**src/rtl/sdram_port_arbiter.sv**
```systemverilog
// Two-client round-robin front end for a single sdram_controller.
// One transaction in flight at a time; a watchdog aborts hung accesses with an error ack.
module sdram_port_arbiter #(
  parameter int unsigned HADDR_WIDTH    = 24,
  parameter int unsigned TIMEOUT_CYCLES = 255,
  parameter int unsigned TO_WIDTH       = 8
) (
  input  logic                   clk,
  input  logic                   rst,
  input  logic                   c0_req,
  input  logic                   c0_we,
  input  logic [HADDR_WIDTH-1:0] c0_addr,
  input  logic [15:0]            c0_wdata,
  output logic                   c0_ack,
  output logic                   c0_err,
  output logic [15:0]            c0_rdata,
  input  logic                   c1_req,
  input  logic                   c1_we,
  input  logic [HADDR_WIDTH-1:0] c1_addr,
  input  logic [15:0]            c1_wdata,
  output logic                   c1_ack,
  output logic                   c1_err,
  output logic [15:0]            c1_rdata,
  output logic [HADDR_WIDTH-1:0] ctl_rd_addr,
  output logic [HADDR_WIDTH-1:0] ctl_wr_addr,
  output logic [15:0]            ctl_wr_data,
  output logic                   ctl_rd_enable,
  output logic                   ctl_wr_enable,
  input  logic [15:0]            ctl_rd_data,
  input  logic                   ctl_rd_ready,
  input  logic                   ctl_busy,
  output logic [1:0]             active
);

  localparam int unsigned DATA_W = 16;

  typedef enum logic [1:0] {
    ST_ARB,
    ST_ISSUE,
    ST_BUSY,
    ST_DONE
  } state_t;

  state_t                 r_state;
  logic                   r_last_grant;
  logic                   r_gnt;
  logic                   r_we;
  logic [HADDR_WIDTH-1:0] r_addr;
  logic [DATA_W-1:0]      r_wdata;
  logic [TO_WIDTH-1:0]    r_wd;
  logic [1:0]             r_active;
  logic [1:0]             r_ack;
  logic [1:0]             r_err;
  logic [DATA_W-1:0]      r_rdata0;
  logic [DATA_W-1:0]      r_rdata1;

  logic                   w_any_req;
  logic                   w_pick_c1;
  logic                   w_timeout;
  logic [1:0]             w_gnt_oh;

  // Round-robin pick: a lone requester wins; on contention the client not granted last time wins.
  assign w_any_req = c0_req | c1_req;
  assign w_pick_c1 = c1_req & (~c0_req | ~r_last_grant);
  assign w_timeout = (r_wd == TO_WIDTH'(TIMEOUT_CYCLES - 1));
  assign w_gnt_oh  = r_gnt ? 2'b10 : 2'b01;

  // Controller-side drive comes straight from the latched request and the state register.
  assign ctl_rd_addr   = r_addr;
  assign ctl_wr_addr   = r_addr;
  assign ctl_wr_data   = r_wdata;
  assign ctl_rd_enable = (r_state == ST_ISSUE) & ~r_we;
  assign ctl_wr_enable = (r_state == ST_ISSUE) & r_we;

  assign active   = r_active;
  assign c0_ack   = r_ack[0];
  assign c1_ack   = r_ack[1];
  assign c0_err   = r_err[0];
  assign c1_err   = r_err[1];
  assign c0_rdata = r_rdata0;
  assign c1_rdata = r_rdata1;

  // Arbitration, handshake sequencing, watchdog and per-client completion registers.
  always_ff @(posedge clk or posedge rst) begin
    if (rst) begin
      r_state      <= ST_ARB;
      r_last_grant <= 1'b1;
      r_gnt        <= 1'b0;
      r_we         <= 1'b0;
      r_addr       <= '0;
      r_wdata      <= '0;
      r_wd         <= '0;
      r_active     <= '0;
      r_ack        <= '0;
      r_err        <= '0;
      r_rdata0     <= '0;
      r_rdata1     <= '0;
    end else begin
      r_ack <= '0;
      r_err <= '0;
      case (r_state)
        ST_ARB: begin
          if (w_any_req) begin
            r_gnt    <= w_pick_c1;
            r_we     <= w_pick_c1 ? c1_we    : c0_we;
            r_addr   <= w_pick_c1 ? c1_addr  : c0_addr;
            r_wdata  <= w_pick_c1 ? c1_wdata : c0_wdata;
            r_active <= w_pick_c1 ? 2'b10 : 2'b01;
            r_wd     <= '0;
            r_state  <= ST_ISSUE;
          end
        end
        ST_ISSUE: begin
          // Enable stays up through refresh stalls until busy is seen or the watchdog fires.
          if (w_timeout) begin
            r_ack   <= w_gnt_oh;
            r_err   <= w_gnt_oh;
            r_state <= ST_DONE;
            if (!r_we) begin
              if (r_gnt) r_rdata1 <= '0;
              else       r_rdata0 <= '0;
            end
          end else begin
            r_wd <= r_wd + TO_WIDTH'(1);
            if (ctl_busy) r_state <= ST_BUSY;
          end
        end
        ST_BUSY: begin
          if (r_we ? ~ctl_busy : ctl_rd_ready) begin
            r_ack   <= w_gnt_oh;
            r_state <= ST_DONE;
            if (!r_we) begin
              if (r_gnt) r_rdata1 <= ctl_rd_data;
              else       r_rdata0 <= ctl_rd_data;
            end
          end else if (w_timeout) begin
            r_ack   <= w_gnt_oh;
            r_err   <= w_gnt_oh;
            r_state <= ST_DONE;
            if (!r_we) begin
              if (r_gnt) r_rdata1 <= '0;
              else       r_rdata0 <= '0;
            end
          end else begin
            r_wd <= r_wd + TO_WIDTH'(1);
          end
        end
        ST_DONE: begin
          r_last_grant <= r_gnt;
          r_active     <= 2'b00;
          r_state      <= ST_ARB;
        end
        default: r_state <= ST_ARB;
      endcase
    end
  end

endmodule

```
**config.mk**
```make
export PLATFORM = sky130hd
export DESIGN_NAME = sdram_port_arbiter
export DESIGN_NICKNAME = d
export VERILOG_FILES = /design/src/rtl/sdram_port_arbiter.sv
export SDC_FILE = /design/constraint.sdc
export NUM_CORES = 1
export LEC_CHECK = 0
export CORE_UTILIZATION = 43
export CTS_BUF_LIST = sky130_fd_sc_hd__clkbuf_2
export CTS_CLUSTER_DIAMETER = 80
export DETAILED_ROUTE_END_ITERATION = 12
export GPL_TIMING_DRIVEN = 0
export PLACE_DENSITY = 0.87
export SYNTH_ARGS = -nofsm -noshare
export SYNTH_HDL_FRONTEND = slang
export SYNTH_SLANG_ARGS = --single-unit
```
**constraint.sdc**
```tcl
create_clock -name clk -period 4.3 [get_ports clk]
set_input_delay 0.86 -clock clk [delete_from_list [all_inputs] [get_ports clk]]
set_output_delay 0.86 -clock clk [all_outputs]
set_load 0.1 [all_outputs]
```
==> results.md <==
* Status: completed
* Vias in the first global route at 3,930
* CTS tree: built
* Worst Setup SP: r_state[1]
* Die span in x at 103 um
* Inserted Clock Buffers at 9
* Synth area leader: dfrtp_1
* Worst Path Required at 3.44 ns
* PortBufs at 207
* Crit path launch type: register
* Via density at 5.29
* Crit. End Element: output pin
* DIE HEIGHT at 103 um
* Area growth from synthesis to layout at 54.3%
* DRC at 0
* Fin util at 68.9%
* Avg Cell Area, Syn at 11.0 um^2
* Arrival time at the worst endpoint at 2.70 ns
* Final GP Congestion at 0.802
* Rows at 36
* Top FF cell, synth: dfrtp_1
* Final setup fails at 0
* DRT Pass-1 Iters at 4
* # resized after CTS at 0
* Seq/Total Area, Yosys at 51.8%
* Number of synthesized flops with an enable pin at 0
* Largest net degree at the start of global routing at 68
* CP Max Fanout at 7
* Fin nets at 731
* Max Cap Viol at 0
* Post-route minimum period at 3.56 ns
* Clk sink count at 91
* Top-count cell post-synth: dfrtp_1
* H-tree Lvls at 3
* Synth cell count leaders: 90 x dfrtp_1, 49 x o21ai_0, 46 x nand2_1, 44 x mux2i_1, 34 x a32o_1
* First-pass GRT wire length at 18.2 mm
* Antenna Nets Post-Route at 0
* GRT Total Usage at 22.5%
* Worst Clk Skew at 0.0276 ns
* Final wirelength at 12.0 mm
* Syn nets at 512
* Final cycle utilization of the critical path at 82.7%
* Hold bufs inserted after CTS at 0
* Worst-Margin Slew at 1.04 ns
* Clock Path Buffers at 2
* Wirelength per Cell at 15.8 um
* Maximum operating frequency at 0.281 GHz
* Main area contributors after synthesis: dfrtp_1 51%, mux2i_1 10%, a32o_1 7.7%, o21ai_0 5.6%, buf_4 4.1%
* Die area at 10,600 um^2
* Mapped cell area at 4400 um^2
* Post-synth ARST share at 100%
* Netlist cell types at 48
* Slew headroom at 30.5%
* Clock transition at path regs at 0.24 ns
* Antenna cells at 0
* DRT iter0 DRCs at 134
* Clk Latency, worst-skew pair at 0.55 ns
* Final hold violations at 0
* RSZ-0062 raised after global routing: no
* Core Box Area at 9860 um^2
* Final Max Slew Viols at 0
* CTS root buffer: clkbuf_2
* Global route total overflow at 0
* Mapped Cells at 401
* Yosys warns at 0
* Share of cells above drive strength 1 at 10.4%
* Via Count at 4,009
* DP HPWL at 9.49 mm
* Hold WC Path Type: register to register
* Critical path type: register to output pin
* Antenna violations before repair at 0
* # IOs at 208
* Critical R2R Launch: r_state[0]
* Hold_sp: ctl_wr_data[12]
* Post-CTS Setup Bufs at 0
* Register bit total from synthesis at 91
* Starting density of the core at 44.6%
* Proportion of netlist area held by the largest area contributor at 51.2%
## through the flow
stage          hold slack (ns)  worst slack, ns  cells  area (um^2)  TNS (ns)
2_1_floorplan            0.529             1.08    401         4400         0
3_3_place_gp             0.461           -0.167    741         6640    -14.60
3_5_place_dp             0.469             1.35    742         6670         0
4_1_cts                  0.519            0.690    758         6790         0
5_1_grt                  0.542            0.548    758         6790         0
6_report                 0.514            0.742    758         6790         0
## critical path, stage by stage (launching register included)
cell	delay (ns)
dfrtp_1	0.47
inv_1	0.13
ha_1	0.27
and2_1	0.16
clkdlybuf4s50_1	1.13
## final timing paths
path,to,slack [ns],cells after the start
setup reg to reg,c0_rdata[0],1.68,8
setup / recovery,ctl_wr_enable,0.74,4
hold / removal,ctl_wr_data[12],0.51,2
max in group asynchronous,r_last_grant,3.04,3
hold reg to reg,ctl_wr_data[12],0.51,2
min in group asynchronous,r_err[0],0.58,2
## flip-flops by register name (all words and copies together), names as in the netlist
name / count
active: 2
r_last_grant: 1
r_state: 2
r_gnt: 1
r_wd: 8
ctl_wr_data: 16
r_err: 2
r_we: 1
c0_rdata: 16
ctl_rd_addr: 24
r_ack: 2
c1_rdata: 16
## cell usage in the layout, fill, tap and decap left out, types with 3 or more instances in the layout
cell / count
a21oi_1: 6
a32o_1: 34
buf_2: 9
buf_4: 24
buf_6: 4
clkbuf_1: 16
clkbuf_2: 10
clkdlybuf4s50_1: 207
dfrtp_1: 90
ha_1: 7
inv_1: 9
inv_6: 3
mux2i_1: 44
nand2_1: 46
nand2b_1: 3
nand3_1: 5
nor2_1: 9
nor4_1: 4
o21ai_0: 49
o31ai_1: 3
or4_1: 3
## logic make-up after synthesis
kind of cell / Yosys count / share of synthesized area (%)
flops: 91 / 51.8
compound gates: 107 / 17.9
fa+ha+maj: 7 / 1.99
simple gates: 87 / 9.61
mux: 45 / 10.3
buf+inv: 64 / 8.44
## cell type report
type | instances | area [um^2]
clock buffer | 10 | 50.0
sequential | 91 | 2280
tap | 133 | 166
fill | 716 | 3070
clock inverter | 6 | 72.6
inverter | 10 | 40.0
multi-input combinational | 246 | 1750
timing repair buffer | 208 | 2100
buffer | 54 | 334
## layer usage
metal  part of all wire [%]  GRT usage (%)  vias up
li1                       -              -     1877
met1                     38           24.4     1949
met2                     52           41.6      159
met3                    7.2           6.12       24
met4                    2.1           8.78        0
met5                      0              0        -
Power is not shown: default switching activity piles up to over one toggle a cycle in this logic, so the estimate is an artifact.
